`config.mk`:
```
export PLATFORM = sky130hd
export DESIGN_NAME = bcd_to_hex_seq_ctrl
export DESIGN_NICKNAME = d
export VERILOG_FILES = /design/src/rtl/bcd_pkg.sv /design/src/rtl/bcd_digit_adjust.sv /design/src/rtl/bcd_to_hex_seq_ctrl.sv
export SDC_FILE = /design/constraint.sdc
export NUM_CORES = 1
export LEC_CHECK = 0
export ABC_AREA = 1
export BUFFER_PORTS_ARGS = -buffer_cell sky130_fd_sc_hd__buf_2
export CORE_UTILIZATION = 57
export DETAILED_ROUTE_END_ITERATION = 16
export GPL_ROUTABILITY_DRIVEN = 0
export PLACE_DENSITY_LB_ADDON = 0.08
export SETUP_SLACK_MARGIN = 0.2
export SLEW_MARGIN = 40
export SYNTH_ARGS = -nofsm -noshare
export SYNTH_HDL_FRONTEND = slang
export SYNTH_SLANG_ARGS = --single-unit
```
`constraint.sdc`:
```
create_clock -name CLK -period 1.7 [get_ports CLK]
set_input_delay 0.085 -clock CLK [delete_from_list [all_inputs] [get_ports CLK]]
set_output_delay 0.085 -clock CLK [all_outputs]
set_load 0.02 [all_outputs]
```
`src/rtl/bcd_pkg.sv`:
```
// Shared encodings and constants for the sequential BCD-to-binary converter.
package bcd_pkg;

  typedef enum logic [1:0] {
    S_IDLE  = 2'd0,
    S_CHECK = 2'd1,
    S_SHIFT = 2'd2,
    S_DONE  = 2'd3
  } state_e;

  localparam logic [3:0] BCD_DIGIT_MAX = 4'd9;
  localparam logic [3:0] DD_THRESH     = 4'd8;
  localparam logic [3:0] DD_CORR       = 4'd3;

endpackage

```
`src/rtl/bcd_digit_adjust.sv`:
```
// Reverse double-dabble digit correction: a post-shift digit of 8 or more loses 3.
// Purely combinational, zero latency, no flow control.
module bcd_digit_adjust
  import bcd_pkg::*;
(
  input  logic [3:0] dig_i,
  output logic [3:0] dig_o
);

  assign dig_o = (dig_i >= DD_THRESH) ? (dig_i - DD_CORR) : dig_i;

endmodule

```
`src/rtl/bcd_to_hex_seq_ctrl.sv`:
```
// Validates a packed BCD word, then converts it to binary one bit per enabled clock.
// Latency: 2 + BIN_W enabled edges from START to DONE (2 on an invalid digit); START is ignored while BUSY.
module bcd_to_hex_seq_ctrl
  import bcd_pkg::*;
#(
  parameter int DIGITS = 4,
  parameter int BIN_W  = 14
) (
  input  logic                CLK,
  input  logic                RST_N,
  input  logic                EN,
  input  logic                START,
  input  logic [4*DIGITS-1:0] IN,
  output logic                BUSY,
  output logic                DONE,
  output logic                ERR,
  output logic [BIN_W-1:0]    OUT
);

  localparam int BCD_W = 4 * DIGITS;
  localparam int CNT_W = $clog2(BIN_W);
  localparam logic [CNT_W-1:0] LAST_CNT = CNT_W'(BIN_W - 1);

  state_e             state_q, state_d;
  logic [BCD_W-1:0]   bcd_q, bcd_d;
  logic [BIN_W-1:0]   bin_q, bin_d;
  logic [CNT_W-1:0]   cnt_q, cnt_d;
  logic               err_q, err_d;
  logic [BIN_W-1:0]   out_q, out_d;

  logic [BCD_W+BIN_W-1:0] shifted;
  logic [BCD_W-1:0]       sh_bcd;
  logic [BIN_W-1:0]       sh_bin;
  logic [BCD_W-1:0]       adj_bcd;
  logic                   digit_bad;

  // The BCD and binary halves shift as one word; only the BCD digits get corrected.
  assign shifted = {bcd_q, bin_q} >> 1;
  assign sh_bcd  = shifted[BCD_W+BIN_W-1:BIN_W];
  assign sh_bin  = shifted[BIN_W-1:0];

  for (genvar g = 0; g < DIGITS; g++) begin : g_adj
    bcd_digit_adjust u_adj (
      .dig_i (sh_bcd[4*g +: 4]),
      .dig_o (adj_bcd[4*g +: 4])
    );
  end

  always_comb begin
    digit_bad = 1'b0;
    for (int i = 0; i < DIGITS; i++) begin
      if (bcd_q[4*i +: 4] > BCD_DIGIT_MAX) digit_bad = 1'b1;
    end
  end

  always_comb begin
    state_d = state_q;
    bcd_d   = bcd_q;
    bin_d   = bin_q;
    cnt_d   = cnt_q;
    err_d   = err_q;
    out_d   = out_q;
    case (state_q)
      S_IDLE, S_DONE: begin
        if (START) begin
          bcd_d   = IN;
          bin_d   = '0;
          err_d   = 1'b0;
          state_d = S_CHECK;
        end else begin
          state_d = S_IDLE;
        end
      end
      S_CHECK: begin
        if (digit_bad) begin
          err_d   = 1'b1;
          out_d   = '0;
          state_d = S_DONE;
        end else begin
          cnt_d   = '0;
          state_d = S_SHIFT;
        end
      end
      S_SHIFT: begin
        bcd_d = adj_bcd;
        bin_d = sh_bin;
        cnt_d = cnt_q + CNT_W'(1);
        // cnt_q still holds the pre-increment value: this is the BIN_W-th shift.
        if (cnt_q == LAST_CNT) begin
          out_d   = sh_bin;
          state_d = S_DONE;
        end
      end
      default: state_d = S_IDLE;
    endcase
  end

  always_ff @(posedge CLK or negedge RST_N) begin
    if (!RST_N) begin
      state_q <= S_IDLE;
      bcd_q   <= '0;
      bin_q   <= '0;
      cnt_q   <= '0;
      err_q   <= 1'b0;
      out_q   <= '0;
    end else if (EN) begin
      state_q <= state_d;
      bcd_q   <= bcd_d;
      bin_q   <= bin_d;
      cnt_q   <= cnt_d;
      err_q   <= err_d;
      out_q   <= out_d;
    end
  end

  assign BUSY = (state_q == S_CHECK) || (state_q == S_SHIFT);
  assign DONE = (state_q == S_DONE);
  assign ERR  = err_q;
  assign OUT  = out_q;

endmodule

```
# Yosys cells after proc, flatten, opt, wreduce, memory -nomap -nowiden
# Cells that the tools add are included.
# totals
input_bits,20
output_inout_bits,17
register_bits,51
word_cells,62
# op_classes
n_lt_le_gt_ge,8
muxes,24
reduce_logical,11
addsub,5
eq_ne,8
# ops
cell,count
14-bit case mux with 2 select lines,2
14-bit 2-to-1 mux,3
16-bit case mux with 2 select lines,1
4-bit 2-to-1 mux,5
"4-bit > comparator, second input constant",4
16-bit 2-to-1 mux,1
"4-bit greater-or-equal comparator, second input constant",3
"4-bit by 2-bit subtractor with 4-bit output, second input constant",3
1-bit 2-to-1 mux,8
"2-bit inequality test, second input constant",4
4-bit case mux with 2 select lines,1
4-bit AND reduction,2
2-bit case mux with 3 select lines,1
3-bit AND reduction,2
2-bit nonzero test,3
"4-bit by 1-bit adder with 4-bit output, second input constant",1
"2-bit == test, second input constant",2
"4-bit == test, second input constant",1
"3-bit by 4-bit greater-or-equal comparator with 1-bit output, second input constant",1
"3-bit by 2-bit subtractor with 4-bit output, second input constant",1
"2-bit by 1-bit == test with 1-bit output, second input constant",1
2-bit logical NOT,1
2-bit 2-to-1 mux,1
1-bit case mux with 2 select lines,1
other kinds (3),3

# Logic depth before layout (Yosys ltp)
# logic_depth
ltp_word,7
depth_mapped,10
mapped_depth_nobuf,9

# By module
# A second synthesis with hierarchy kept.
# hier_totals
cells_unflattened,353
hier_area_um2,2738.9
# modules_own_cells
mod,seq_area_each_um2,cells_each,area_each_um2,n_inst
bcd_to_hex_seq_ctrl,1251.2,289,2383.5,1
bcd_digit_adjust,0.0,16,88.8,4

# Worst setup path before layout
# No wires, ideal clock.
# synth_path
path_kind,reg2reg
from,register state_q[0]
to,register bcd_q[3]
required_ns,1.619
synth_period_minus_slack_ns,1.555
setup_ns,0.081
path_buffers,1
path_stages_with_launch,9
arrival_time_ns,1.473
setup_slack_ns,0.145
path_cell_list,dfrtp_1 inv_1 ha_1 a21oi_4 o21ai_4 inv_6 buf_12 nor2_1 a31oi_2
# synth_between
elab_chain_len,4
word_cells_on_any_way,8
classes_between,3 x eq/ne; 1 x mux; 4 x reduce/logical
# synth_rtl
item,line_no,text
start: declaration,bcd_to_hex_seq_ctrl.sv:24,"state_e state_q, state_d;"
start signal: assignment,bcd_to_hex_seq_ctrl.sv:107,state_q <= state_d;
2-bit == test / 2-bit logical NOT (equally long branches),bcd_to_hex_seq_ctrl.sv:63,case (state_q)
2-bit OR reduction,bcd_to_hex_seq_ctrl.sv:63,
2-bit inequality test (no line) / 2-bit nonzero test (equally long branches),--,
3-bit AND reduction (no line),--,
end signal: assignment,bcd_to_hex_seq_ctrl.sv:101,bcd_q <= '0;
end signal: assignment,bcd_to_hex_seq_ctrl.sv:108,bcd_q <= bcd_d;
end: declaration,bcd_to_hex_seq_ctrl.sv:25,"logic [BCD_W-1:0] bcd_q, bcd_d;"
# Parallel ways exist; a longest one is shown, timed or not.
# A chain may end at the register's enable or synchronous reset.

# Worst setup path in the final report
# layout_path
from,register state_q[1]
to,register bcd_q[1]
# The elaborated chain is that of the path after synthesis.

==> results.py <==
metrics = {
    "routing": {
        "drt_iter0_markers": 116,
        "vias_per_cell": 5.30,
        "post_drt_wl_per_cell_um": 13.7,
        "vias": 2053,
        "drc_errors": 0,
        "drt-total-wl_um": 5320,
        "drt_pre_antenna_iters": 4,
        "drtAntennaViolNets": 0,
    },
    "synth": {
        "syn_avg_cell_area_um2": 9.02,
        "yosysUniqueCellTypes": 31,
        "synth_area_mm2": 0.00255,
        "yosys-top-cells-area": "dfrtp_1, nand2_1, o21ai_0",
        "synth_edf_count": 0,
        "yosysWarnings": 0,
        "yosys.area.top_type_share": 0.490,
        "yosysTopAreaCell": "dfrtp_1",
        "yosysSeqAreaShare": 0.490,
        "syn_nets": 314,
        "synthCells": 283,
        "synth_commonest_cells": "nand2_1, dfrtp_1, o21ai_0",
        "postSynthRegisterBits": 50,
        "synth_top_flop_cell": "dfrtp_1",
        "async_flop_share": 1.00,
        "yosys.cell_count.top_type": "nand2_1",
    },
    "global_route": {
        "antenna_found_initial": 0,
        "grt_remaining_overflow": 0,
        "track_usage": 0.246,
        "grt_max_degree": 28,
        "grt_pass1_wl_um": 8470,
        "grt_pass1_vias": 1886,
    },
    "finish": {
        "drive_gt1_frac": 0.350,
        "final_cells": 387,
        "area_growth_pct": 23.6,
        "nets": 367,
        "fill_cells": 304,
        "design_area_mm2": 0.00315,
        "diodes": 0,
        "seq_area_mm2": 0.00125,
        "final_util": 0.761,
        "multi_input_area_mm2": 0.00124,
    },
    "worst_setup_path": {
        "cp_slowest_cell": "dfrtp_2",
        "r2r_start": "state_q[1]",
        "path_buf_inv": 1,
        "reg2reg_to": "bcd_q[1]",
        "r2r_slack_ns": 0.14,
        "worstPathMaxFanout": 6,
        "r2r_cells": 6,
        "worstPathRequired_ns": 1.88,
        "path_class": "reg2reg",
        "worstSetupStartpointType": "register",
        "path_cells": "ha_4, a21oi_4, o21ai_4, buf_4, a21oi_1, a22oi_1",
        "crit_path_max_incr_delay_ns": 0.45,
        "endpoint_kind": "register",
        "worstPathArrival_ns": 1.74,
        "cp_top_family": "compound AO/OA/AOI/OAI gates",
    },
    "timing": {
        "drv_slew": 0,
        "hold_slack_ns": 0.0238,
        "clock.fmax_ghz": 0.640,
        "fin_setup_tns_ns": 0,
        "rsz0062_at_grt": "yes",
        "fin_crit_ns": 1.56,
        "timing.clock.skew_ns": 0.00632,
        "finalHoldViolCount": 0,
        "worst_pin_slew_ns": 0.339,
        "worst_slack_ns": 0.137,
        "min_period_over_period": 0.919,
        "slew_headroom": 0.773,
        "setup_viol_count_final": 0,
    },
    "clock_network": {
        "root_buffer": "clkbuf_8",
        "clkLatencyLatePin_ns": 0.30,
        "htreeDepth": 2,
        "clkTransAtPathRegs_ns": 0.10,
        "cts.sinks": 50,
        "cts_buffer_depth": 2,
        "cts_buffers": 5,
        "cts_tree": "built",
    },
    "power_and_ir_drop": {
        "p_comb_frac": 0.526,
        "switching_power_mw": 2.25,
        "pwr-share-clk": 0.146,
        "cell_internal_pwr_mw": 2.87,
        "leakage_nw": 1.53,
        "p_seq_frac": 0.327,
        "switching_share": 0.439,
        "p_per_area_mw_per_mm2": 1620,
        "power_mw": 5.12,
        "peakVddDrop_mv": 1.18,
    },
    "placement": {
        "place_ws_ns": 0.0623,
        "io_buffers": 36,
        "place_hpwl_um": 3370,
        "placed_area_mm2": 0.00279,
        "dpl.cell_count": 365,
    },
    "hold_path": {
        "hp-class": "in2reg",
        "worstHoldPathCells": 3,
        "min_to": "bcd_q[15]",
        "hp-start": "IN[15]",
    },
    "floorplan": {
        "rows": 23,
        "initial_core_util": 0.616,
        "fp.coreArea_mm2": 0.00414,
        "io_pins": 37,
        "die_area_mm2": 0.00475,
        "die_x_um": 68.9,
        "die_h_um": 68.9,
    },
    "flow_run": {
        "drv_cap": 0,
    },
    "outcome": {
        "status": "complete, no violations",
    },
}
worst max-delay path by stage:
stage	cells after the start	endpoint	start
finish	6	bcd_q[1]	state_q[1]
global route	6	bcd_q[15]	state_q[1]
CTS	7	bcd_q[1]	state_q[0]
detailed placement	6	bcd_q[0]	state_q[1]
global placement	7	state_q[0]	state_q[0]
floorplan	7	bcd_q[2]	state_q[0]
repair_timing:
action | 4_1_cts | 5_1_grt
pin swaps | 1 | 7
buffers inserted | 7 | 4
hold buffers | 1 | 0
resized for setup | 2 | 38
endpoints found under the setup margin | 37 | 48
gates cloned | 1 | 1
hold endpoints to repair | 28 | 0
area by class of cell:
| cell class | count | area share |
|---|---|---|
| sequential | 50 | 0.397 |
| timing repair buffer | 57 | 0.129 |
| tap | 50 | 0.0198 |
| timing repair inverter | 1 | 0.00119 |
| multi-input combinational | 200 | 0.395 |
| inverter | 21 | 0.0266 |
| clock buffer | 6 | 0.0262 |
| clock inverter | 2 | 0.00555 |
state kept, by name (all words and copies together), names as in the netlist:
register  cells
ERR           1
OUT          14
bcd_q        16
bin_q        13
cnt_q         4
state_q       2
placed cells by master (no fill, tap or decap), types with 5 or more instances in the layout:
| master | netlist | layout |
|---|---|---|
| nor2_2 | 5 | 5 |
| ha_1 | 11 | 8 |
| nand2_2 | 1 | 6 |
| nor2_1 | 16 | 15 |
| o21ai_1 | 5 | 7 |
| buf_4 | 0 | 13 |
| inv_1 | 19 | 18 |
| clkbuf_8 | 0 | 6 |
| o21ai_0 | 28 | 26 |
| nand3_1 | 8 | 7 |
| dfrtp_1 | 50 | 49 |
| nand2_4 | 1 | 11 |
| a21oi_1 | 10 | 9 |
| o21ai_2 | 14 | 13 |
| nand2_1 | 76 | 61 |
| buf_2 | 1 | 36 |
worst reg2reg max path: cells and delay by family, from the launching register on:
family	cells	cell delay [ns]
buf+inv	1	0.18
fa+ha+maj	1	0.26
flops	1	0.45
compound gates	4	0.56
cells by family after synthesis:
group	count (synthesis)	share of synthesized area
buffers and inverters	33	0.0725
adders and majority gates	11	0.0539
AOI/OAI and AO/OA	73	0.185
DFF	50	0.490
and+or+nand+nor	112	0.184
xor gates and xnor gates	4	0.0137
power groups by stage:
stage               registers (mW)  logic [mW]  clock network (mW)
finish                        1.68        2.69               0.749
global route                  1.72        3.00               0.804
CTS                           1.66        2.41               0.748
detailed placement            1.70        2.20                   0
global placement              1.69        2.15                   0
floorplan                     1.69        1.73                   0
routing by layer:
| metal | vias to the layer above | track usage | part of all wire |
|---|---|---|---|
| met3 | 2 | 0.0510 | 0.036 |
| met2 | 50 | 0.416 | 0.48 |
| met4 | 0 | 0.0536 | 0.0049 |
| li1 | 1031 | - | - |
| met1 | 970 | 0.325 | 0.48 |
| met5 | - | 0 | 0 |
Power figures use the tool's default switching activity.
